==> src/rtl/iq_dsp_pkg.sv <==
// iq_dsp_pkg: widths and sideband select shared by the TX
// up-mixer and the RX down-mixer.
package iq_dsp_pkg;

    localparam int IQ_W  = 16;
    localparam int LO_W  = 12;
    localparam int OUT_W = 12;
    localparam int SUM_W = IQ_W + LO_W + 1;

    typedef enum logic {
        SB_USB = 1'b0,
        SB_LSB = 1'b1
    } sb_e;

endpackage

==> src/rtl/iq_upmix_round_sat.sv <==
// round_sat: drops SHIFT LSBs with round-half-away-from-zero,
// then clips to a signed OUT_W result. Purely combinational.
module round_sat #(
    parameter int IN_W  = 29,
    parameter int SHIFT = 15,
    parameter int OUT_W = 12
) (
    input  logic [IN_W-1:0]  din,
    output logic [OUT_W-1:0] val,
    output logic             sat
);

    localparam int RW = IN_W - SHIFT + 1;

    localparam logic signed [RW-1:0] MAX_R =
        RW'((1 << (OUT_W - 1)) - 1);
    localparam logic signed [RW-1:0] MIN_R = ~MAX_R;

    localparam logic [OUT_W-1:0] MAX_O =
        {1'b0, {(OUT_W-1){1'b1}}};
    localparam logic [OUT_W-1:0] MIN_O =
        {1'b1, {(OUT_W-1){1'b0}}};

    logic                 neg;
    logic                 half;
    logic                 rest;
    logic                 c;
    logic signed [RW-1:0] r;

    assign neg  = din[IN_W-1];
    assign half = din[SHIFT-1];
    assign rest = |din[SHIFT-2:0];

    // Negative exact ties must round down (away from zero).
    assign c = neg ? (half & rest) : half;

    assign r = {neg, din[IN_W-1:SHIFT]} + RW'(c);

    // Clip to the output range, flagging any clip.
    always_comb begin
        val = r[OUT_W-1:0];
        sat = 1'b0;
        unique case (1'b1)
            (r > MAX_R): begin
                val = MAX_O;
                sat = 1'b1;
            end
            (r < MIN_R): begin
                val = MIN_O;
                sat = 1'b1;
            end
            default: begin
                val = r[OUT_W-1:0];
                sat = 1'b0;
            end
        endcase
    end

endmodule

==> src/rtl/iq_upmix.sv <==
// iq_upmix: TX quadrature up-mixer, dout = I*cos -/+ Q*sin.
// Optional sat event counter: IQ_UPMIX_SAT_CNT_EN.
module iq_upmix #(
    parameter int IQ_W  = iq_dsp_pkg::IQ_W,
    parameter int LO_W  = iq_dsp_pkg::LO_W,
    parameter int OUT_W = iq_dsp_pkg::OUT_W,
    parameter int SHIFT = 15
) (
    input  logic             clk,
    input  logic             rst,
    input  logic             in_valid,
    output logic             in_ready,
    input  logic [IQ_W-1:0]  i_in,
    input  logic [IQ_W-1:0]  q_in,
    input  logic [LO_W-1:0]  cos_in,
    input  logic [LO_W-1:0]  sin_in,
    input  logic             sb_sel,
    output logic             out_valid,
    input  logic             out_ready,
    output logic [OUT_W-1:0] dout,
    output logic             sat,
    output logic [15:0]      sat_cnt,
    input  logic             sat_clr
);

    import iq_dsp_pkg::*;

    localparam int PW = IQ_W + LO_W;
    localparam int SW = PW + 1;

    logic                 stall;
    logic                 v1;
    logic                 v2;
    sb_e                  sb1;
    logic signed [PW-1:0] pi;
    logic signed [PW-1:0] pq;
    logic signed [SW-1:0] s;
    logic [OUT_W-1:0]     rs_val;
    logic                 rs_sat;

    assign stall    = out_valid & ~out_ready;
    assign in_ready = ~stall;

    // Stage 1: full-precision products and sideband select.
    always_ff @(posedge clk) begin
        if (rst) begin
            v1  <= 1'b0;
            sb1 <= SB_USB;
            pi  <= '0;
            pq  <= '0;
        end else if (!stall) begin
            v1 <= in_valid;
            if (in_valid) begin
                sb1 <= sb_e'(sb_sel);
                pi  <= PW'($signed(i_in))
                     * PW'($signed(cos_in));
                pq  <= PW'($signed(q_in))
                     * PW'($signed(sin_in));
            end
        end
    end

    // Stage 2: sideband sum, one guard bit so it never overflows.
    always_ff @(posedge clk) begin
        if (rst) begin
            v2 <= 1'b0;
            s  <= '0;
        end else if (!stall) begin
            v2 <= v1;
            if (v1) begin
                if (sb1 == SB_LSB)
                    s <= SW'(pi) + SW'(pq);
                else
                    s <= SW'(pi) - SW'(pq);
            end
        end
    end

    round_sat #(
        .IN_W  (SW),
        .SHIFT (SHIFT),
        .OUT_W (OUT_W)
    ) u_round_sat (
        .din (s),
        .val (rs_val),
        .sat (rs_sat)
    );

    // Stage 3: output register; dout/sat hold across bubbles.
    always_ff @(posedge clk) begin
        if (rst) begin
            out_valid <= 1'b0;
            dout      <= '0;
            sat       <= 1'b0;
        end else if (!stall) begin
            out_valid <= v2;
            if (v2) begin
                dout <= rs_val;
                sat  <= rs_sat;
            end
        end
    end

`ifdef IQ_UPMIX_SAT_CNT_EN
    // Count clipped output transfers; clear wins, no wrap.
    always_ff @(posedge clk) begin
        if (rst)
            sat_cnt <= '0;
        else if (sat_clr)
            sat_cnt <= '0;
        else if (out_valid && out_ready && sat
                 && sat_cnt != 16'hFFFF)
            sat_cnt <= sat_cnt + 16'd1;
    end
`else
    logic unused_sat_clr;

    assign unused_sat_clr = sat_clr;
    assign sat_cnt        = '0;
`endif

endmodule

==> config.mk <==
export PLATFORM = sky130hd
export DESIGN_NAME = iq_upmix
export DESIGN_NICKNAME = d
export VERILOG_FILES = /design/src/rtl/iq_dsp_pkg.sv /design/src/rtl/iq_upmix_round_sat.sv /design/src/rtl/iq_upmix.sv
export SDC_FILE = /design/constraint.sdc
export NUM_CORES = 1
export LEC_CHECK = 0
export ABC_CLOCK_PERIOD_IN_PS = 7900
export CAP_MARGIN = 0
export CORE_UTILIZATION = 38
export CTS_CLUSTER_DIAMETER = 150
export DETAILED_ROUTE_END_ITERATION = 7
export GPL_TIMING_DRIVEN = 0
export PLACE_DENSITY = 0.58
export SKIP_CTS_REPAIR_TIMING = 1
export SLEW_MARGIN = 20
export SYNTH_ARGS = -nofsm -noshare
export SYNTH_HDL_FRONTEND = slang
export SYNTH_SLANG_ARGS = --single-unit
==> constraint.sdc <==
create_clock -name clk -period 7.9 [get_ports clk]
set_clock_uncertainty 0.15 [all_clocks]
set_input_delay 1.185 -clock clk [delete_from_list [all_inputs] [get_ports clk]]
set_output_delay 1.185 -clock clk [all_outputs]
set_load 0.03 [all_outputs]
Word level (Yosys, flattened, before mapping) --
Index checks and enable logic that the tools add are counted.
Cells by class: order comparisons 2, $add $sub $neg 3, bitwise gates (word level) 4, muxes and demuxes 4, reduce and logical (&&, ||, !) cells 5, multiply operators 2
Operators by type and width (number):
- $mul A16 B12 Y28 | 2
- $add A28 B28 Y29 | 1
- $mux W29 | 1
- $sub A28 B28 Y29 | 1
- $pmux W12 S2 | 1
- $add A14 B2 Y15 | 1
- $gt A15 B12 Y1 const B | 1
- $lt A15 B12 Y1 const B | 1
- $reduce_or A14 Y1 | 1
- $reduce_and A2 Y1 | 3
- $and A1 B1 Y1 | 2
- $mux W1 | 2
- $not A1 Y1 | 2
- $reduce_or A2 Y1 | 1
Storage, ports and cells: output and inout bits 31, logic and storage cells 29, register bits after elaboration 102, bits of input ports 62

Logic depth before layout (Yosys ltp) --
Gate-level depths: netlist of run 1.
word-level depth 7, depth in mapped cells 21, depth with buffers taken out 20

Modules after synthesis --
Synthesis of run 1 repeated with hierarchy kept, for this count alone.
Second synthesis, totals: cell total of the unflattened synthesis 2348, area total of the unflattened synthesis 19731.4 µm²
Modules (own cells, without submodules):
- iq_upmix | cells an instance 2274, area each 19210.9 µm², times used 1, sequential area each 2042.0 µm²
- round_sat | cells an instance 74, area each 520.5 µm², times used 1, sequential area each 0.0 µm²

Least setup slack after synthesis of run 1 --
No wires, ideal clock.
path kind input-to-reg, start point in sin_in[0], end point reg pq[24], setup time 122 ps, cell stages on the path 20, arrival time 6139 ps, data required time 7628 ps, setup slack 1489 ps, path buffers 1, path through clkbuf_1 and2_1 fa_1 inv_1 fa_1 fa_1 inv_1 fa_1 inv_1 fa_1 inv_1 ha_1 a21o_1 a21oi_1 or4b_4 a41oi_4 o21ai_1 a21oi_2 nor4_1 a221o_1
Between the ends: word-level cells in the longest chain between the ends 1
RTL lines:
- start, declared | line iq_upmix.sv:16 | input logic [LO_W-1:0] sin_in,
- $mul A16 B12 Y28 | line iq_upmix.sv:58 | * PW'($signed(sin_in));
- end signal, assigned | line iq_upmix.sv:57 | pq <= PW'($signed(q_in))
- end, declared | line iq_upmix.sv:36 | logic signed [PW-1:0] pq;
Every way passes these cells. A chain may end at the register's enable or synchronous reset.

Worst setup path after layout of run 1 --
start point in cos_in[7], end point reg pi[26]
Between the ends: word-level cells in the longest chain between the ends 1
RTL lines:
- start, declared | line iq_upmix.sv:15 | input logic [LO_W-1:0] cos_in,
- $mul A16 B12 Y28 | line iq_upmix.sv:56 | * PW'($signed(cos_in));
- end signal, assigned | line iq_upmix.sv:55 | pi <= PW'($signed(i_in))
- end, declared | line iq_upmix.sv:35 | logic signed [PW-1:0] pi;
Every way passes these cells.

==> flow_summary.yaml, run 1 <==
floorplanning:
  core-area_um2: 51400
  die_h_um: 231
  initial_core_util: 0.386
  die_w_um: 231
  boundaryPins: 93
  dieArea_um2: 53100
  rows: 83
sta:
  period_minus_slack_ns: 7.51
  setup_slack_ns: 0.394
  setup_viol: 0
  slew_viol_final: 0
  finalCritPeriodShare: 0.950
  tightest_slew_ns: 0.898
  max_freq_mhz: 133
  hold_violations: 0
  rsz0062_at_grt: "false"
  slew_headroom: 0.401
cts:
  insertion_delay_ns: 0.37
  cts_tree: "done"
  clk_pin_slew_worst_paths_ns: 0.08
  h-tree-depth: 3
  clockBufferDepth: 2
  cts_sinks: 102
  numCtsBuffers: 9
  clockRootBuffer: "clkbuf_16"
logic_synthesis:
  syn_area_per_cell_um2: 8.40
  synthTopCellsByArea: "fa_1 (36%), dfxtp_1 (10%), ha_1 (9.4%), inv_1 (8.4%), nand2_1 (7.1%)"
  synth_cell_types: 73
  synth_xor_xnor_area_share: 0.0405
  synth_compound_area_frac: 0.104
  synth_top_area_cell: "fa_1"
  ys_warn_count: 0
  synth-edff-count: 0
  syn_inst: 2362
  ys.flop_type: "dfxtp_1"
  synthAdderAreaFrac: 0.454
  synth_top_family_by_area: "adder cells"
  synth-simple-area-share: 0.185
  ys_ff_latch: 102
  synth_commonest_cells: "inv_1 (446), nand2_1 (376), fa_1 (357)"
  synth_top_area_frac: 0.360
  yosysMostFrequentCell: "inv_1"
  synth.area.mux_share: 0.00359
  synthesis.area_um2: 19800
  ys_async_sr_fraction: 0
  ys_seq_area_frac: 0.103
placement:
  io_buffers: 75
  dpl.hpwl_um: 46300
  pre_cts_slack_ns: -0.215
  place_congestion: 0.943
  placed_area_um2: 21500
cells_and_area:
  postLayoutCellArea_um2: 21800
  syn2layout_area_growth_pct: 10.1
  drive_gt1_frac: 0.0239
  antenna_cells: 0
  fin_nets: 3031
worst_setup_path:
  start_kind: "input port"
  slowest_stage: "clkdlybuf4s50_1"
  cp_slowest_stage_delay_ns: 0.72
  worstPathArrival_ns: 7.65
  crit_required_ns: 8.05
  path_class: "input port to register"
  crit_fanout: 10
  crit_path_frequent_cell: "fa_1"
  path_cells: "clkdlybuf4s50_1 > clkbuf_1 > nand2_1 > fa_1 > inv_1 > fa_1 > fa_1 > fa_1 > inv_1 > fa_1 > inv_1 > ha_1 > and4_1 > nand3_1 > a2111oi_2 > nor4_1 > o31ai_1 > xor2_1 > nand2_1 > a21oi_1"
  worstSetupEndpointType: "register"
route:
  via_count: 16049
  drt-pass1-iter-count: 5
  drt-initial-drc-count: 786
  wire_per_inst_um: 17.1
  wirelength_um: 53800
  post-route-drc-count: 0
  viasPerCell: 5.10
  detail-route-antenna-nets: 0
global_route:
  gr-total-overflow: 0
  grt_max_degree: 19
  grt_pass1_vias: 17122
  grt_antenna_before_repair: 0
  grt_pass1_wl_um: 89100
  gr-usage-all-layers: 0.211
outcome:
  status: "completed"
power_and_ir_drop:
  leakage_nw: 10.4
  peakVddDrop_mv: 0.329
  p_per_area_nw_per_um2: 431
min_path:
  hp-class: "register to register"
job:
  maxCapViolCount: 0
[critical path, delay by kind of cell]
kind / cells / cell delay, ns
fa+ha+maj: 6 / 3.01
compound gates: 3 / 0.97
simple gates: 5 / 0.88
buf+inv: 5 / 1.36
xor+xnor: 1 / 0.22
[layout by cell type, fill, tap and decap left out, types with 7 or more instances in the layout]
cell / n
dfxtp_1: 102
nand3_1: 32
o21ai_0: 48
conb_1: 16
nor4_1: 13
fa_1: 357
clkbuf_16: 9
inv_1: 446
nor3b_1: 7
clkbuf_1: 86
nor3_1: 32
nand2b_1: 16
or4_1: 8
nor2_1: 82
xor2_1: 39
a21o_1: 30
nor4b_1: 10
o21bai_1: 8
nand4_1: 8
nand2_1: 376
a31oi_1: 15
and2_1: 131
buf_4: 16
nor2b_1: 9
and3_1: 14
clkdlybuf4s50_1: 75
xnor2_1: 51
a211oi_1: 21
o21a_1: 16
or3_1: 10
a21oi_1: 131
o211ai_1: 13
ha_1: 149
[cell type report]
cell class                 count  area (um^2)
buffer                       115          502
clock buffer                   9          225
clock inverter                 7          105
fill                        5204        29600
inverter                     446         1670
multi-input combinational   1714        15700
sequential                   102         2040
tap                          680          851
timing repair buffer          75          751
[sequential cells by signal (all words and copies together), names as in the netlist]
| register | cells |
|---|---|
| pq | 28 |
| s | 29 |
| sb1 | 1 |
| sat | 1 |
| dout | 12 |
| pi | 28 |
| out_valid | 1 |
| v2 | 1 |
| v1 | 1 |
[cells by family (layout without fill, tap and decap cells)]
group	Yosys count	count (layout)
DFF	102	102
xor gates and xnor gates	91	91
other	1	16
adders and majority gates	506	506
and+or+nand+nor	766	766
AOI/OAI and AO/OA	328	328
buffers and inverters	561	652
muxes	7	7
[final timing paths]
path             start      to  slack (ns)  depth (start not counted)
max          cos_in[7]  pi[26]        0.39                         20
min              s[14]   s[14]        0.30                          2
max reg2reg      pq[0]   s[28]        3.16                         17
min reg2reg      s[14]   s[14]        0.30                          2
[per-stage QoR]
stage,utilization,std cells,power [mW],setup TNS (ns),hold slack [ns]
global route,0.425,3148,10.6,0,0.328
CTS,0.425,3148,9.47,0,0.305
floorplan,-,2377,7.14,0,0.282
finish,0.425,3148,9.41,0,0.302
detailed placement,0.418,3132,8.92,-0.254,0.298
global placement,0.418,3132,8.82,-0.183,0.294
[layer usage]
layer	GRT usage	wire length, um
met1	0.270	23400
met2	0.385	27200
met3	0.0170	1990
met4	0.0480	1180
met5	0	0
[report_power, final]
group          internal [mW]  leakage (nW)  total, mW  switching, mW
clock network          0.282         0.158      0.501          0.218
registers              0.662         0.838      0.806          0.144
logic                   3.50          9.41       8.10           4.60
(Power assumes the default switching activity.)
==> inputs of run 2 (changes only) <==
--- a/config.mk
+++ b/config.mk
@@ -13,6 +13,7 @@
 export GPL_TIMING_DRIVEN = 0
 export PLACE_DENSITY = 0.58
 export SKIP_CTS_REPAIR_TIMING = 1
+export SKIP_LAST_GASP = 1
 export SLEW_MARGIN = 20
 export SYNTH_ARGS = -nofsm -noshare
 export SYNTH_HDL_FRONTEND = slang
==> results of run 2 <==
Final layout, timing and power as in run 1 (identical DEF).
==> inputs of run 3 (changes only) <==
--- a/config.mk
+++ b/config.mk
@@ -5,6 +5,7 @@
 export SDC_FILE = /design/constraint.sdc
 export NUM_CORES = 1
 export LEC_CHECK = 0
+export ABC_AREA = 1
 export ABC_CLOCK_PERIOD_IN_PS = 7900
 export CAP_MARGIN = 0
 export CORE_UTILIZATION = 38
==> flow_summary.yaml, run 3 <==
cts:
  h-tree-depth: 3
  numCtsBuffers: 9
  clockRootBuffer: "clkbuf_16"
  cts_sinks: 102
  clockBufferDepth: 2
  clk_pin_slew_worst_paths_ns: 0.08
  insertion_delay_ns: 0.37
  cts_tree: "done"
global_route:
  grt_antenna_before_repair: 0
  gr-total-overflow: 0
  gr-usage-all-layers: 0.212
  grt_max_degree: 20
  grt_pass1_vias: 18028
  grt_pass1_wl_um: 94900
worst_setup_path:
  start_kind: "input port"
  r2r_cells: 16
  crit_required_ns: 8.00
  r2r-end: "s[13]"
  r2r-start: "sb1"
  r2r_setup_slack_ns: 3.88
  worstSetupEndpointType: "register"
  crit_fanout: 10
  worstPathArrival_ns: 6.92
  path_class: "input port to register"
logic_synthesis:
  synth_xor_xnor_area_share: 0.0297
  synth_top_family_by_area: "adder cells"
  synth_top_area_frac: 0.337
  ys_warn_count: 0
  yosysMostFrequentCell: "inv_1"
  synth.area.mux_share: 0
  synthesis.area_um2: 21200
  synthAdderAreaFrac: 0.424
  synth_compound_area_frac: 0.0798
  syn_inst: 2964
  synth_top_area_cell: "fa_1"
  synth-edff-count: 0
  synth_commonest_cells: "inv_1 (753), nand2_1 (679), fa_1 (357)"
  synth_cell_types: 47
  ys.flop_type: "dfxtp_1"
  ys_seq_area_frac: 0.0962
  synthTopCellsByArea: "fa_1 (34%), inv_1 (13%), nand2_1 (12%), dfxtp_1 (9.6%), ha_1 (8.8%)"
  syn_area_per_cell_um2: 7.16
  synth-simple-area-share: 0.209
  ys_async_sr_fraction: 0
  ys_ff_latch: 102
floorplanning:
  core-area_um2: 55200
  rows: 86
  die_h_um: 238
  die_w_um: 238
  dieArea_um2: 56800
  boundaryPins: 93
  initial_core_util: 0.385
cells_and_area:
  largestRegisters: "s x29, pi x28, pq x28"
  largest-register: "s"
  drive_gt1_frac: 0.0269
  largest_register_ffs: 29
  final_cell_mix: "inv_1 (753), nand2_1 (679), fa_1 (357)"
  fin_nets: 3610
  layout_commonest_cell: "inv_1"
  syn2layout_area_growth_pct: 8.65
  antenna_cells: 0
min_path:
  holdPathEnd: "v1"
  worst_hold_path.num_cells: 2
  min_from: "v1"
  hp-class: "register to register"
route:
  viasPerCell: 4.81
  wl_met2_um: 27300
  drt-initial-drc-count: 1132
  wl_met1_um: 26800
  routed.top_layer: "met4"
  detail-route-antenna-nets: 0
  wire_per_inst_um: 15.2
  wirelength_um: 57600
  post-route-drc-count: 0
  drt-pass1-iter-count: 7
  wl_met3_um: 2670
  via_count: 18237
sta:
  max_freq_mhz: 147
  slew_viol_final: 0
  rsz0062_at_grt: "false"
  tightest_slew_ns: 0.829
  period_minus_slack_ns: 6.81
  hold_violations: 0
  finalCritPeriodShare: 0.863
  totalNegativeSetupSlack_ns: 0
  setup_viol: 0
  slew_headroom: 0.447
placement:
  dpl.hpwl_um: 49800
  io_buffers: 52
  place_congestion: 0.946
job:
  maxCapViolCount: 0
outcome:
  status: "completed"
-- run 3: through the flow --
step / setup slack (ns) / hold slack, ns / instances / cell area [um^2] / util
after floorplan: 1.97 / 0.294 / 2979 / 21300 / -
after global placement: 0.749 / 0.306 / 3779 / 22700 / 0.412
after detailed placement: 0.673 / 0.307 / 3779 / 22700 / 0.412
after CTS: 1.04 / 0.320 / 3795 / 23100 / 0.418
after global routing: 0.723 / 0.345 / 3795 / 23100 / 0.418
final: 1.09 / 0.317 / 3795 / 23100 / 0.418
-- run 3: worst max-delay path by stage --
stage | startpoint | endpoint | slack [ns]
finish | q_in[5] | pq[18] | 1.09
CTS | q_in[5] | pq[22] | 1.04
detailed placement | q_in[5] | pq[22] | 0.67
global route | i_in[15] | pi[27] | 0.72
global placement | q_in[4] | pq[20] | 0.75
floorplan | cos_in[6] | pi[21] | 1.97
-- run 3: layer usage --
layer | global-route usage | vias up
met2 | 0.359 | 431
met3 | 0.0167 | 56
met4 | 0.0373 | 0
met5 | 0 | -
li1 | - | 8899
met1 | 0.297 | 8851
-- run 3: final cells by class --
class / count / area, um^2
multi-input cells: 1987 / 15800
fillers: 5878 / 32100
clock buffers: 10 / 239
clock inverters: 6 / 86.3
plain buffers: 130 / 574
repair buffers: 52 / 520
flip-flops and latches: 102 / 2040
inverters: 760 / 2850
well taps: 748 / 936
-- run 3: critical path, stage by stage --
cell and delay [ns]:
clkdlybuf4s50_1 0.50, clkbuf_1 0.46, nand2_1 0.18, fa_1 0.53
fa_1 0.43, fa_1 0.51, inv_1 0.06, fa_1 0.53
inv_1 0.05, fa_1 0.47, inv_1 0.04, ha_1 0.32
a21oi_1 0.24, a21boi_0 0.64, o21ai_0 0.31, xor2_1 0.23
o21ai_0 0.17, inv_1 0.05
-- run 3: kinds of logic (layout without fill, tap and decap cells) --
kind of cell / Yosys count / count (layout)
xor+xnor: 72 / 72
compound gates: 310 / 310
other cells: 1 / 16
simple gates: 1083 / 1083
fa+ha+maj: 506 / 506
flops: 102 / 102
buf+inv: 890 / 958
Power of run 3 is left out: the tool's default activity adds up to more than one toggle a clock period on the data nets, which glitch-free logic cannot reach.
